## src/rtl/seq_div_pkg.sv

```systemverilog
// rtl/seq_div_pkg.sv - shared types and constants for the sequential divider
package seq_div_pkg;

    typedef enum logic [1:0] {
        IDLE = 2'd0,
        RUN  = 2'd1,
        DONE = 2'd2
    } div_state_t;

    localparam int DIV_WIDTH_DEFAULT = 8;

    // Width of a counter that must hold values 0..w inclusive
    function automatic int cnt_w(input int w);
        return $clog2(w + 1);
    endfunction

    localparam int CNT_W = cnt_w(DIV_WIDTH_DEFAULT);

endpackage

```

## src/rtl/trial_sub_cout.sv

```systemverilog
// rtl/trial_sub_cout.sv - trial subtraction as A + ~B + 1 with carry-out (1 = no borrow)
module trial_sub_cout #(
    parameter int N = 9
) (
    input  logic [N-1:0] A,
    input  logic [N-1:0] B,
    output logic [N-1:0] DIFF,
    output logic         COUT
);

    logic [N:0] w_sum;

    // One extra bit catches the carry out of the inverted-operand add
    assign w_sum = {1'b0, A} + {1'b0, ~B} + {{N{1'b0}}, 1'b1};
    assign DIFF  = w_sum[N-1:0];
    assign COUT  = w_sum[N];

endmodule

```

## src/rtl/seq_div8.sv

```systemverilog
// rtl/seq_div8.sv - multi-cycle unsigned restoring divider with valid/ready handshakes
module seq_div8
    import seq_div_pkg::*;
#(
    parameter int WIDTH = DIV_WIDTH_DEFAULT
) (
    input  logic             CLK,
    input  logic             RESET,
    input  logic [WIDTH-1:0] I0,
    input  logic [WIDTH-1:0] I1,
    input  logic             IN_VALID,
    output logic             IN_READY,
    output logic [WIDTH-1:0] Q,
    output logic [WIDTH-1:0] R,
    output logic             DIV_BY_ZERO,
    output logic             OUT_VALID,
    input  logic             OUT_READY
);

    localparam int CW = cnt_w(WIDTH);

    div_state_t       r_state;
    logic [WIDTH-1:0] r_dvd;
    logic [WIDTH-1:0] r_dvs;
    logic [WIDTH-1:0] r_rem;
    logic [CW-1:0]    r_cnt;
    logic [WIDTH-1:0] r_q;
    logic [WIDTH-1:0] r_r;
    logic             r_dbz;
    logic             r_in_ready;
    logic             r_out_valid;

    logic [WIDTH:0]   w_rem_sh;
    logic [WIDTH:0]   w_diff;
    logic             w_cout;
    logic             w_take;
    logic [WIDTH-1:0] w_rem_next;
    logic [WIDTH-1:0] w_dvd_next;

    // Shift the next dividend bit into the partial remainder, one bit wider than the operands
    assign w_rem_sh = {r_rem, r_dvd[WIDTH-1]};

    trial_sub_cout #(
        .N (WIDTH + 1)
    ) u_trial (
        .A    (w_rem_sh),
        .B    ({1'b0, r_dvs}),
        .DIFF (w_diff),
        .COUT (w_cout)
    );

    // Keep the difference only when there was no borrow and it fits back in WIDTH bits
    assign w_take     = w_cout & ~w_diff[WIDTH];
    assign w_rem_next = w_take ? w_diff[WIDTH-1:0] : w_rem_sh[WIDTH-1:0];
    assign w_dvd_next = {r_dvd[WIDTH-2:0], w_take};

    // Handshake FSM and datapath; all outputs registered
    always_ff @(posedge CLK) begin
        if (RESET) begin
            r_state     <= IDLE;
            r_dvd       <= '0;
            r_dvs       <= '0;
            r_rem       <= '0;
            r_cnt       <= '0;
            r_q         <= '0;
            r_r         <= '0;
            r_dbz       <= 1'b0;
            r_in_ready  <= 1'b1;
            r_out_valid <= 1'b0;
        end else begin
            case (r_state)
                IDLE: begin
                    if (IN_VALID && r_in_ready) begin
                        r_in_ready <= 1'b0;
                        if (I1 == '0) begin
                            r_q         <= '1;
                            r_r         <= I0;
                            r_dbz       <= 1'b1;
                            r_out_valid <= 1'b1;
                            r_state     <= DONE;
                        end else begin
                            r_dvd   <= I0;
                            r_dvs   <= I1;
                            r_rem   <= '0;
                            r_cnt   <= '0;
                            r_state <= RUN;
                        end
                    end
                end
                RUN: begin
                    r_rem <= w_rem_next;
                    r_dvd <= w_dvd_next;
                    r_cnt <= r_cnt + 1'b1;
                    if (r_cnt == CW'(WIDTH - 1)) begin
                        r_q         <= w_dvd_next;
                        r_r         <= w_rem_next;
                        r_dbz       <= 1'b0;
                        r_out_valid <= 1'b1;
                        r_state     <= DONE;
                    end
                end
                DONE: begin
                    if (OUT_READY) begin
                        r_out_valid <= 1'b0;
                        r_in_ready  <= 1'b1;
                        r_state     <= IDLE;
                    end
                end
                default: begin
                    r_out_valid <= 1'b0;
                    r_in_ready  <= 1'b1;
                    r_state     <= IDLE;
                end
            endcase
        end
    end

    assign IN_READY    = r_in_ready;
    assign OUT_VALID   = r_out_valid;
    assign Q           = r_q;
    assign R           = r_r;
    assign DIV_BY_ZERO = r_dbz;

endmodule

```

## config.mk

```make
export PLATFORM = sky130hd
export DESIGN_NAME = seq_div8
export DESIGN_NICKNAME = d
export VERILOG_FILES = /design/src/rtl/seq_div_pkg.sv /design/src/rtl/trial_sub_cout.sv /design/src/rtl/seq_div8.sv
export SDC_FILE = /design/constraint.sdc
export NUM_CORES = 1
export LEC_CHECK = 0
export ABC_AREA = 1
export CAP_MARGIN = 20
export CORE_MARGIN = 8
export CORE_UTILIZATION = 51
export CTS_BUF_LIST = sky130_fd_sc_hd__clkbuf_2
export CTS_CLUSTER_DIAMETER = 30
export DETAILED_ROUTE_END_ITERATION = 12
export PLACE_DENSITY = 0.78
export SETUP_SLACK_MARGIN = 0.1
export SYNTH_ARGS = -nofsm -noshare
export SYNTH_HDL_FRONTEND = slang
export SYNTH_SLANG_ARGS = --single-unit
```

## constraint.sdc

```tcl
create_clock -name CLK -period 2.1 [get_ports CLK]
set_clock_uncertainty 0.1 [all_clocks]
set_input_delay 0.315 -clock CLK [delete_from_list [all_inputs] [get_ports CLK]]
set_output_delay 0.315 -clock CLK [all_outputs]
set_load 0.01 [all_outputs]
```

==> results of run 1 <==
## per-layer routing
metal | up-vias | part of all wire [%] | track usage, %
met2 | 70 | 50 | 29.3
li1 | 1357 | - | -
met4 | 0 | 2.0 | 6.50
met3 | 11 | 6.3 | 4.96
met5 | - | 0 | 0
met1 | 1192 | 42 | 20.7
## final cells by class
class,instances,area [µm²],share of cell area (%)
clock inverters,3,16.3,0.461
flip-flops and latches,49,985,27.9
well taps,70,87.6,2.48
multi-input cells,271,1670,47.2
repair buffers,55,524,14.8
clock buffers,5,25.0,0.709
inverters,60,225,6.38
## worst max-delay path, delay by kind of cell, from the launching register on
kind	cells	cell delay, ns
simple gates	9	0.89
fa+ha+maj	2	0.50
flops	1	0.39
buf+inv	3	0.18
## stage by stage
stage	hold WS [ns]	setup slack [ns]	total power (W)	cell area, µm²	utilization, %
2_1_floorplan	0.328	0.134	0.00186	2740	-
3_3_place_gp	0.354	-0.0342	0.00217	3230	62.9
3_5_place_dp	0.351	-0.0688	0.00219	3230	62.9
4_1_cts	0.360	0.0884	0.00269	3430	66.7
5_1_grt	0.362	-0.110	0.00296	3530	68.7
6_report	0.369	0.0168	0.00275	3530	68.7
## flip-flops by register name, indices dropped and copies added (netlist names)
register / count
r_dvs: 8
IN_READY: 1
r_state: 2
R: 8
Q: 8
r_dvd: 8
OUT_VALID: 1
r_rem: 8
r_cnt: 4
DIV_BY_ZERO: 1
## cell usage in the layout, fill, tap and decap left out, drive strengths merged
cell type,n
clkdlybuf4s50,38
clkbuf,5
nor3b,2
buf,17
xor2,1
nor2,37
ha,9
a21oi,37
nand4,1
xnor2,2
nand2,91
inv,60
o21ai,32
nand3,51
or2,1
a211oi,1
nor3,3
dfxtp,49
a31oi,1
o211ai,1
fa,1
clkinv,3
## power by group
group	switching (W)	total, W	internal, W
clock network	0.000304	0.000383	0.0000795
registers	0.0000697	0.00112	0.00105
logic	0.000747	0.00125	0.000505
## how the worst max path moves through the flow
| stage | start | to | depth (start not counted) |
|---|---|---|---|
| after floorplan | r_dvd[7] | r_rem[0] | 14 |
| after CTS | r_dvd[7] | R[4] | 15 |
| after global placement | I1[3] | Q[0] | 10 |
| after detailed placement | I1[3] | Q[0] | 10 |
| after global routing | r_dvs[5] | R[1] | 13 |
| final | r_dvd[7] | R[1] | 14 |
## cells by family after synthesis
kind of cell             after synthesis  synth area share, %
AND/OR/NAND/NOR                      184                 31.2
buffers and inverters                 76                 11.8
AO/OA/AOI/OAI                         72                 15.4
flip-flops                            49                 35.8
adder cells (fa/ha/maj)               10                 4.84
XOR/XNOR                               3                0.960
## what timing repair did
item                       CTS  global route
pin swaps                    8             6
gates cloned                 2             0
setup buffers                1             1
setup endpoints to repair   18            18
resized for setup           24            23
==> flow_summary_export.csv, run 1 <==
group,metric,value,unit
placement,port-buffer-count,38,
yosys,synth_common_cells,"88 x nand2_1, 54 x inv_1, 49 x dfxtp_1",
yosys,yosys-top-cells-area,"dfxtp_1 36%, nand2_1 12%, inv_1 7.4%, nand3_1 7.1%, a21oi_1 5.5%",
timing,relative_slew_slack,79.8,%
drt,drt_wl_total,6950,µm
cts,clk_pin_slew,0.24,ns
die,initial_core_util,53.3,%
min_path,min_to,"r_dvs[2]",
grt,globalRoute.totalOverflow,0,
die,die_area,7970,µm²
critical_path,cpPeakStageDelay,0.39,ns
run,drv.max_cap_violation_count,0,
drt,postRouteAntennaNets,0,
outcome,status,"completed",
finish,fraction_of_final_layout_cells_with_drive_strength_greater_than_1,22.3,%
critical_path,critical_path_arrival,2.39,ns
yosys,synth_sequential_area_ratio,35.8,%
drt,drt_pass1_iterations,5,
timing,hold_viol,0,
min_path,min-delay-path-class,"input pin to flop",
die,rows,26,
critical_path,cpMaxStageDelayCell,"dfxtp_2",
cts,numCtsBuffers,5,
grt,total_track_usage,17.5,%
cts,cts-hold-fix-buffers,0,
yosys,syn_area,2740,µm²
yosys,synth.largest_area_cell,"dfxtp_1",
grt,grt_pass1_vias,2514,
critical_path,path_max_fanout,4,
timing,fmax,480,MHz
critical_path,regToRegEndpoint,"R[1]",
yosys,synth_area_per_cell,6.95,µm²
critical_path,crit_chain,"inv_2, ha_4, fa_2, inv_2, nand2_2, nand2_4, nand3_4, nand3_4, nand2_4, nor2_4, nand3_2, nand3_2, nand2_1, inv_1",
cts,cts_tree,"yes",
grt,grt_start_max_net_pins,31,
cts,tritoncts_num_sinks,49,
yosys,syn_inst,394,
placement,placed_cells,501,
drt,detailed_route_vias_per_instance,5.13,
drt,initialDrtViolationCount,196,
pwr,peakVddDrop,0.596,mV
yosys,synthesis.yosys.warnings,0,
pwr,power_density,780,nW/µm²
cts,ctsHtreeMaxLevel,2,
critical_path,required,2.41,ns
finish,final_cell_count_no_fill,513,
yosys,post_synth_num_cell_types,31,
timing,finalWorstPathRequiredPeriod,2.08,ns
yosys,most_frequently_used_flop_master_after_synthesis,"dfxtp_1",
timing,finalSetupTns,0,ns
cts,cts_max_path_buffers,2,
timing,tightest_slew,0.303,ns
critical_path,worstSetupPathType,"flop to flop",
die,core_area,5140,µm²
yosys,net_count_of_the_mapped_netlist,424,
finish,synthToLayoutAreaGrowth,29.0,%
yosys,asyncSetResetFlopFracSynth,0,%
grt,grt_antenna_before_repair,0,
drt,drt-wirelength-per-cell,13.5,µm
critical_path,reg2reg_slack,0.02,ns
timing,setup-violations-final,0,
die,ioPinCount,39,
die,die_height,89.3,µm
yosys,synth_seq_cells,49,
drt,dr_total_vias,2630,
yosys,post_synth_top_area_share,35.8,%
finish,n_fill_cell,448,
finish,antennaDiodeCount,0,
yosys,number_of_enable_type_register_cells_in_the_synthesized_netlist,0,
critical_path,rr_startpoint,"r_dvd[7]",
die,die_w,89.3,µm
placement,detailedPlacementHpwl,4760,µm
grt,first_pass_grt_wire_length,11000,µm
cts,clk_root_buffer_cell,"clkbuf_2",
finish,nNetsFinal,472,
timing,grt_setup_unrepaired,"true",
pwr,total_leakage_power,1.62,nW
cts,clock_latency,0.43,ns
critical_path,crit_path_end_kind,"flop",
yosys,post-synth-top-count-cell,"nand2_1",
timing,finalMaxSlewViolations,0,
timing,final_min_period_over_clock_period,99.2,%
placement,gpl.final_weighted_congestion,0.890,
min_path,min_delay_path_depth,3,
critical_path,critical_path.startpoint_type,"flop",
drt,detail_route.drc_violations,0,
min_path,hold_path_startpoint,"I1[2]",
critical_path,timing.reg2reg.worst_path_depth,14,
Power figures use the tool's default switching activity.
==> run 2: changes to the inputs <==
Settings changed: CORE_MARGIN 8 to 2, CORE_UTILIZATION 51 to 25, PLACE_DENSITY 0.78 to default.
==> run 2 against run 1 <==
  * Flip-flop and latch count is the same
  * First-iteration DRC count shrank 25%
  * Critical path type unchanged
  * Cell area grew 6.6%
  * Utilization shrank 34 points
  * Combinational power grew 7%
  * Sequential share of layout area shrank 1.6 points
  * Non-clock buffer count grew 14
  * Die area grew 48%
  * Power grew 4.6%
==> flow_summary_export.csv, run 2 (synthesis gave the netlist of run 1 again) <==
group,metric,value,unit
die,rows,38,
cts,clk_root_buffer_cell,"clkbuf_2",
placement,gpl.final_weighted_congestion,0.792,
finish,mostFrequentLayoutCell,"nand2_1",
finish,n_fill_cell,1162,
critical_path,reg2reg_slack,0.03,ns
cts,tritoncts_num_sinks,49,
drt,postRouteAntennaNets,0,
drt,drt_pass1_iterations,4,
drt,m1WireLength,3210,µm
timing,setup-violations-final,0,
pwr,p_comb_share,46.5,%
die,initial_core_util,25.5,%
drt,highest-signal-layer,"met4",
finish,synthToLayoutAreaGrowth,37.4,%
timing,final_min_period_over_clock_period,98.6,%
finish,layout_common_cells,"84 x nand2_1, 52 x inv_1, 44 x dfxtp_1",
timing,finalSetupTns,0,ns
pwr,power_density,765,nW/µm²
timing,tightest_slew,0.332,ns
pwr,power.net_switching,0.00118,W
drt,drt_wl_total,7140,µm
finish,antennaDiodeCount,0,
timing,fmax,483,MHz
cts,ctsHtreeMaxLevel,2,
pwr,total_leakage_power,1.68,nW
finish,layout.cell_area.non_filler,3760,µm²
timing,grt_setup_unrepaired,"true",
placement,dp_worst_setup_slack,-0.144,ns
drt,detail_route.drc_violations,0,
critical_path,critical_path_arrival,2.35,ns
run,drv.max_cap_violation_count,0,
cts,numCtsBuffers,5,
critical_path,crit_path_end_kind,"flop",
drt,initialDrtViolationCount,147,
cts,cts_max_path_buffers,2,
die,die_w,109,µm
timing,relative_slew_slack,77.8,%
finish,regArea,987,µm²
grt,total_track_usage,12.4,%
pwr,peakVddDrop,0.382,mV
finish,total_area_of_multi_input_combinational_cells,1700,µm²
grt,first_pass_grt_wire_length,11600,µm
placement,dpl_cell_area,3390,µm²
min_path,min-delay-path-class,"flop to flop",
cts,cts-hold-fix-buffers,0,
drt,dr_total_vias,2671,
finish,nNetsFinal,486,
timing,finalWorstSetupSlack,0.0301,ns
timing,finalWorstPathRequiredPeriod,2.07,ns
pwr,power_frac_seq,39.1,%
die,die_area,11800,µm²
critical_path,path_max_fanout,4,
drt,detailroute.wirelength.met3,312,µm
finish,fraction_of_final_layout_cells_with_drive_strength_greater_than_1,25.2,%
grt,grt_start_max_net_pins,31,
die,core_area,10700,µm²
critical_path,required,2.38,ns
drt,routed_length_on_met2,3370,µm
cts,clock_latency,0.44,ns
grt,globalRoute.totalOverflow,0,
pwr,share_of_power_burned_in_the_clock_network,14.4,%
pwr,netSwitchingFraction,40.9,%
pwr,power_report.internal_total,0.00170,W
placement,detailedPlacementHpwl,5010,µm
placement,port-buffer-count,38,
die,ioPinCount,39,
critical_path,worstSetupPathType,"flop to flop",
grt,grt_antenna_before_repair,0,
grt,grt_pass1_vias,2527,
timing,finalMaxSlewViolations,0,
drt,drt-wirelength-per-cell,12.0,µm
cts,clk_pin_slew,0.26,ns
drt,detailed_route_vias_per_instance,4.47,
timing,fin_worst_hold_slack,0.382,ns
cts,cts_tree,"yes",
critical_path,critical_path.startpoint_type,"flop",
outcome,status,"completed",
timing,hold_viol,0,
die,die_height,109,µm
==> run 2: cell count changes in the layout (fill, tap and decap cells not counted), sizes merged <==
cell | previous run | this run
buf | 17 | 31
inv | 60 | 59
clkinv | 3 | 4
==> run 2: worst paths after layout <==
path / start / endpoint / cells past startpoint
max: r_dvd[7] / R[4] / 14
min: DIV_BY_ZERO / DIV_BY_ZERO / 2
max reg2reg: r_dvd[7] / R[4] / 14
min reg2reg: DIV_BY_ZERO / DIV_BY_ZERO / 2
==> run 2: power by group through the flow <==
stage	sequential (W)	combinational (W)	clock, W
after floorplan	0.00114	0.000719	0
after global placement	0.00114	0.00107	0
after detailed placement	0.00114	0.00108	0
after CTS	0.00112	0.00119	0.000438
after global routing	0.00114	0.00148	0.000474
final	0.00113	0.00134	0.000415
==> run 2: what timing repair did <==
item	in CTS	in global routing
cloned	1	1
pin swaps	5	14
setup buffers	1	5
gates resized for setup	22	29
setup endpoints to repair	18	18
==> run 2: layer usage <==
layer  GRT usage [%]  vias up
li1                -     1386
met1            15.6     1205
met2            20.6       64
met3            2.21       16
met4            5.77        0
met5               0        -
==> run 2: metrics by stage <==
| step | cells | power [W] | utilization, % |
|---|---|---|---|
| floorplan | 394 | 0.00186 | - |
| global placement | 581 | 0.00221 | 31.6 |
| detailed placement | 581 | 0.00222 | 31.6 |
| CTS | 591 | 0.00275 | 33.3 |
| global route | 597 | 0.00309 | 35.0 |
| finish | 597 | 0.00288 | 35.0 |
==> run 2: worst max-delay path, stage by stage (launching register included) <==
cell and delay (ns):
dfxtp_2 0.41, inv_2 0.05, ha_4 0.16, fa_2 0.36
inv_2 0.06, nand2_2 0.06, nand2_4 0.08, nand3_4 0.08
nand3_4 0.09, buf_4 0.12, nand3_2 0.14, nand3_2 0.13
nand3_2 0.08, nand2_1 0.06, inv_1 0.03
==> run 2: final cells by class <==
class,instances,area share (%)
inverters,60,5.99
well taps,140,4.66
multi-input cells,271,45.2
clock inverters,3,0.599
flip-flops and latches,49,26.2
clock buffers,5,0.665
repair buffers,69,16.6
==> run 3: changes to the inputs <==
Settings changed: DONT_BUFFER_PORTS from default to 1, SLEW_MARGIN from default to 40.
==> run 3 against run 2 <==
  * The flow now finishes with violations (hold timing)
  * Maximum frequency shrank 0.60%
  * Count of clock-buffer cells in the layout grew 1
  * Clock power shrank 4.8%
  * Global-route usage is essentially flat
  * Cell area shrank 14%
  * Sequential share of layout area grew 4.1 points
  * Cell count shrank 8.0%
  * First-iteration DRC count shrank 29%
  * Combinational power shrank 18%
  * Highest routed layer unchanged
==> flow_summary_export.csv, run 3 (synthesis gave the netlist of run 1 again) <==
group,metric,value,unit
cts,cts-hold-fix-buffers,6,
die,ioPinCount,39,
critical_path,worstSetupPathType,"flop to flop",
outcome,status,"complete, but fails checks",
drt,drt_pass1_iterations,4,
critical_path,cpPeakStageDelay,0.42,ns
grt,grt_start_max_net_pins,31,
cts,cts_tree,"yes",
timing,finalMaxSlewViolations,0,
drt,detailed_route_vias_per_instance,4.65,
cts,clk_root_buffer_cell,"clkbuf_2",
finish,fraction_of_final_layout_cells_with_drive_strength_greater_than_1,22.7,%
timing,grt_setup_unrepaired,"true",
timing,finalWorstPathRequiredPeriod,2.08,ns
finish,n_fill_cell,1219,
pwr,total_leakage_power,1.50,nW
timing,finalSetupTns,0,ns
cts,clock_latency,0.41,ns
drt,initialDrtViolationCount,105,
finish,layout_common_cells,"84 x nand2_1, 52 x inv_1, 45 x dfxtp_1",
timing,final_min_period_over_clock_period,99.2,%
run,drv.max_cap_violation_count,0,
pwr,power_density,814,nW/µm²
die,core_area,10700,µm²
cts,ctsHtreeMaxLevel,2,
critical_path,reg2reg_slack,0.02,ns
drt,drt-wirelength-per-cell,13.0,µm
die,die_area,11800,µm²
placement,gpl.final_weighted_congestion,0.882,
grt,first_pass_grt_wire_length,11600,µm
critical_path,path_max_fanout,5,
timing,setup-violations-final,0,
critical_path,critical_path_arrival,2.35,ns
finish,regArea,988,µm²
outcome,violations,"hold timing",
grt,globalRoute.totalOverflow,0,
critical_path,required,2.37,ns
timing,relative_slew_slack,79.6,%
critical_path,cpMaxStageDelayCell,"dfxtp_1",
timing,fin_worst_hold_slack,-0.199,ns
grt,total_track_usage,12.4,%
drt,detail_route.drc_violations,0,
cts,numCtsBuffers,5,
critical_path,crit_path_end_kind,"flop",
drt,dr_total_vias,2552,
grt,grt_pass1_vias,2493,
cts,tritoncts_num_sinks,49,
timing,hold_viol,17,
timing,tightest_slew,0.306,ns
finish,total_area_of_multi_input_combinational_cells,1620,µm²
critical_path,critical_path.startpoint_type,"flop",
timing,fmax,480,MHz
min_path,min-delay-path-class,"input pin to flop",
placement,detailedPlacementHpwl,5030,µm
die,die_height,109,µm
finish,nNetsFinal,438,
die,die_w,109,µm
timing,finalWorstSetupSlack,0.0176,ns
finish,mostFrequentLayoutCell,"nand2_1",
critical_path,crit_chain,"ha_1, buf_4, nand2_1, nor2_1, nand3_4, nand3_4, buf_4, nand3_4, nand3_1, nand3_2, nand2_1, inv_1",
placement,port-buffer-count,0,
cts,cts_max_path_buffers,2,
pwr,peakVddDrop,0.462,mV
die,initial_core_util,25.5,%
finish,antennaDiodeCount,0,
cts,clk_pin_slew,0.26,ns
finish,synthToLayoutAreaGrowth,18.8,%
critical_path,path_common_cell,"nand3_4",
drt,postRouteAntennaNets,0,
grt,grt_antenna_before_repair,0,
placement,dp_worst_setup_slack,-0.0320,ns
die,rows,38,
drt,drt_wl_total,7140,µm
run 3: power by group:
part	switching [W]	internal, W	leakage [nW]
sequential	0.000104	0.00105	0.403
combinational	0.000682	0.000420	1.07
clock	0.000305	0.0000902	0.0334
total	0.00109	0.00156	1.50
run 3: per-layer routing:
metal  global-route usage, %  up-vias  share of wire [%]
li1                        -     1291                  -
met1                    14.7     1208                 43
met2                    21.8       47                 50
met3                    3.41        6                6.1
met4                    3.75        0                1.4
met5                       0        -                  0
run 3: stage by stage:
stage / cell area [µm²] / power (W) / instances / util (%)
global route: 3250 / 0.00286 / 549 / 30.3
finish: 3250 / 0.00265 / 549 / 30.3
CTS: 3140 / 0.00257 / 545 / 29.2
global placement: 2900 / 0.00204 / 528 / 27.0
floorplan: 2740 / 0.00186 / 394 / -
detailed placement: 2900 / 0.00206 / 528 / 27.0
run 3: worst paths after layout:
check                start       end  depth (start not counted)
setup / recovery  r_rem[4]      R[3]                         12
hold / removal       RESET      Q[3]                          1
setup reg to reg  r_rem[4]      R[3]                         12
hold reg to reg   r_dvs[4]  r_dvs[4]                          2
run 3: repair_timing:
item | 4_1_cts | 5_1_grt
cloned | 2 | 1
pin swaps | 7 | 7
hold endpoints to repair | 23 | 17
setup endpoints to repair | 18 | 20
setup buffers | 1 | 3
gates resized for setup | 24 | 17
run 3: layout make-up:
type	count	share of cell area [%]
clock buffer	6	0.923
sequential	49	30.4
inverter	60	6.92
tap	140	5.38
clock inverter	2	0.423
timing repair buffer	21	6.23
multi-input combinational	271	49.7
run 3: worst max-delay path: cells and delay by family, from the launching register on:
| kind | cells | cell delay, ns |
|---|---|---|
| AND/OR/NAND/NOR | 8 | 0.87 |
| flip-flops | 1 | 0.42 |
| buffers and inverters | 3 | 0.30 |
| adder cells (fa/ha/maj) | 1 | 0.34 |
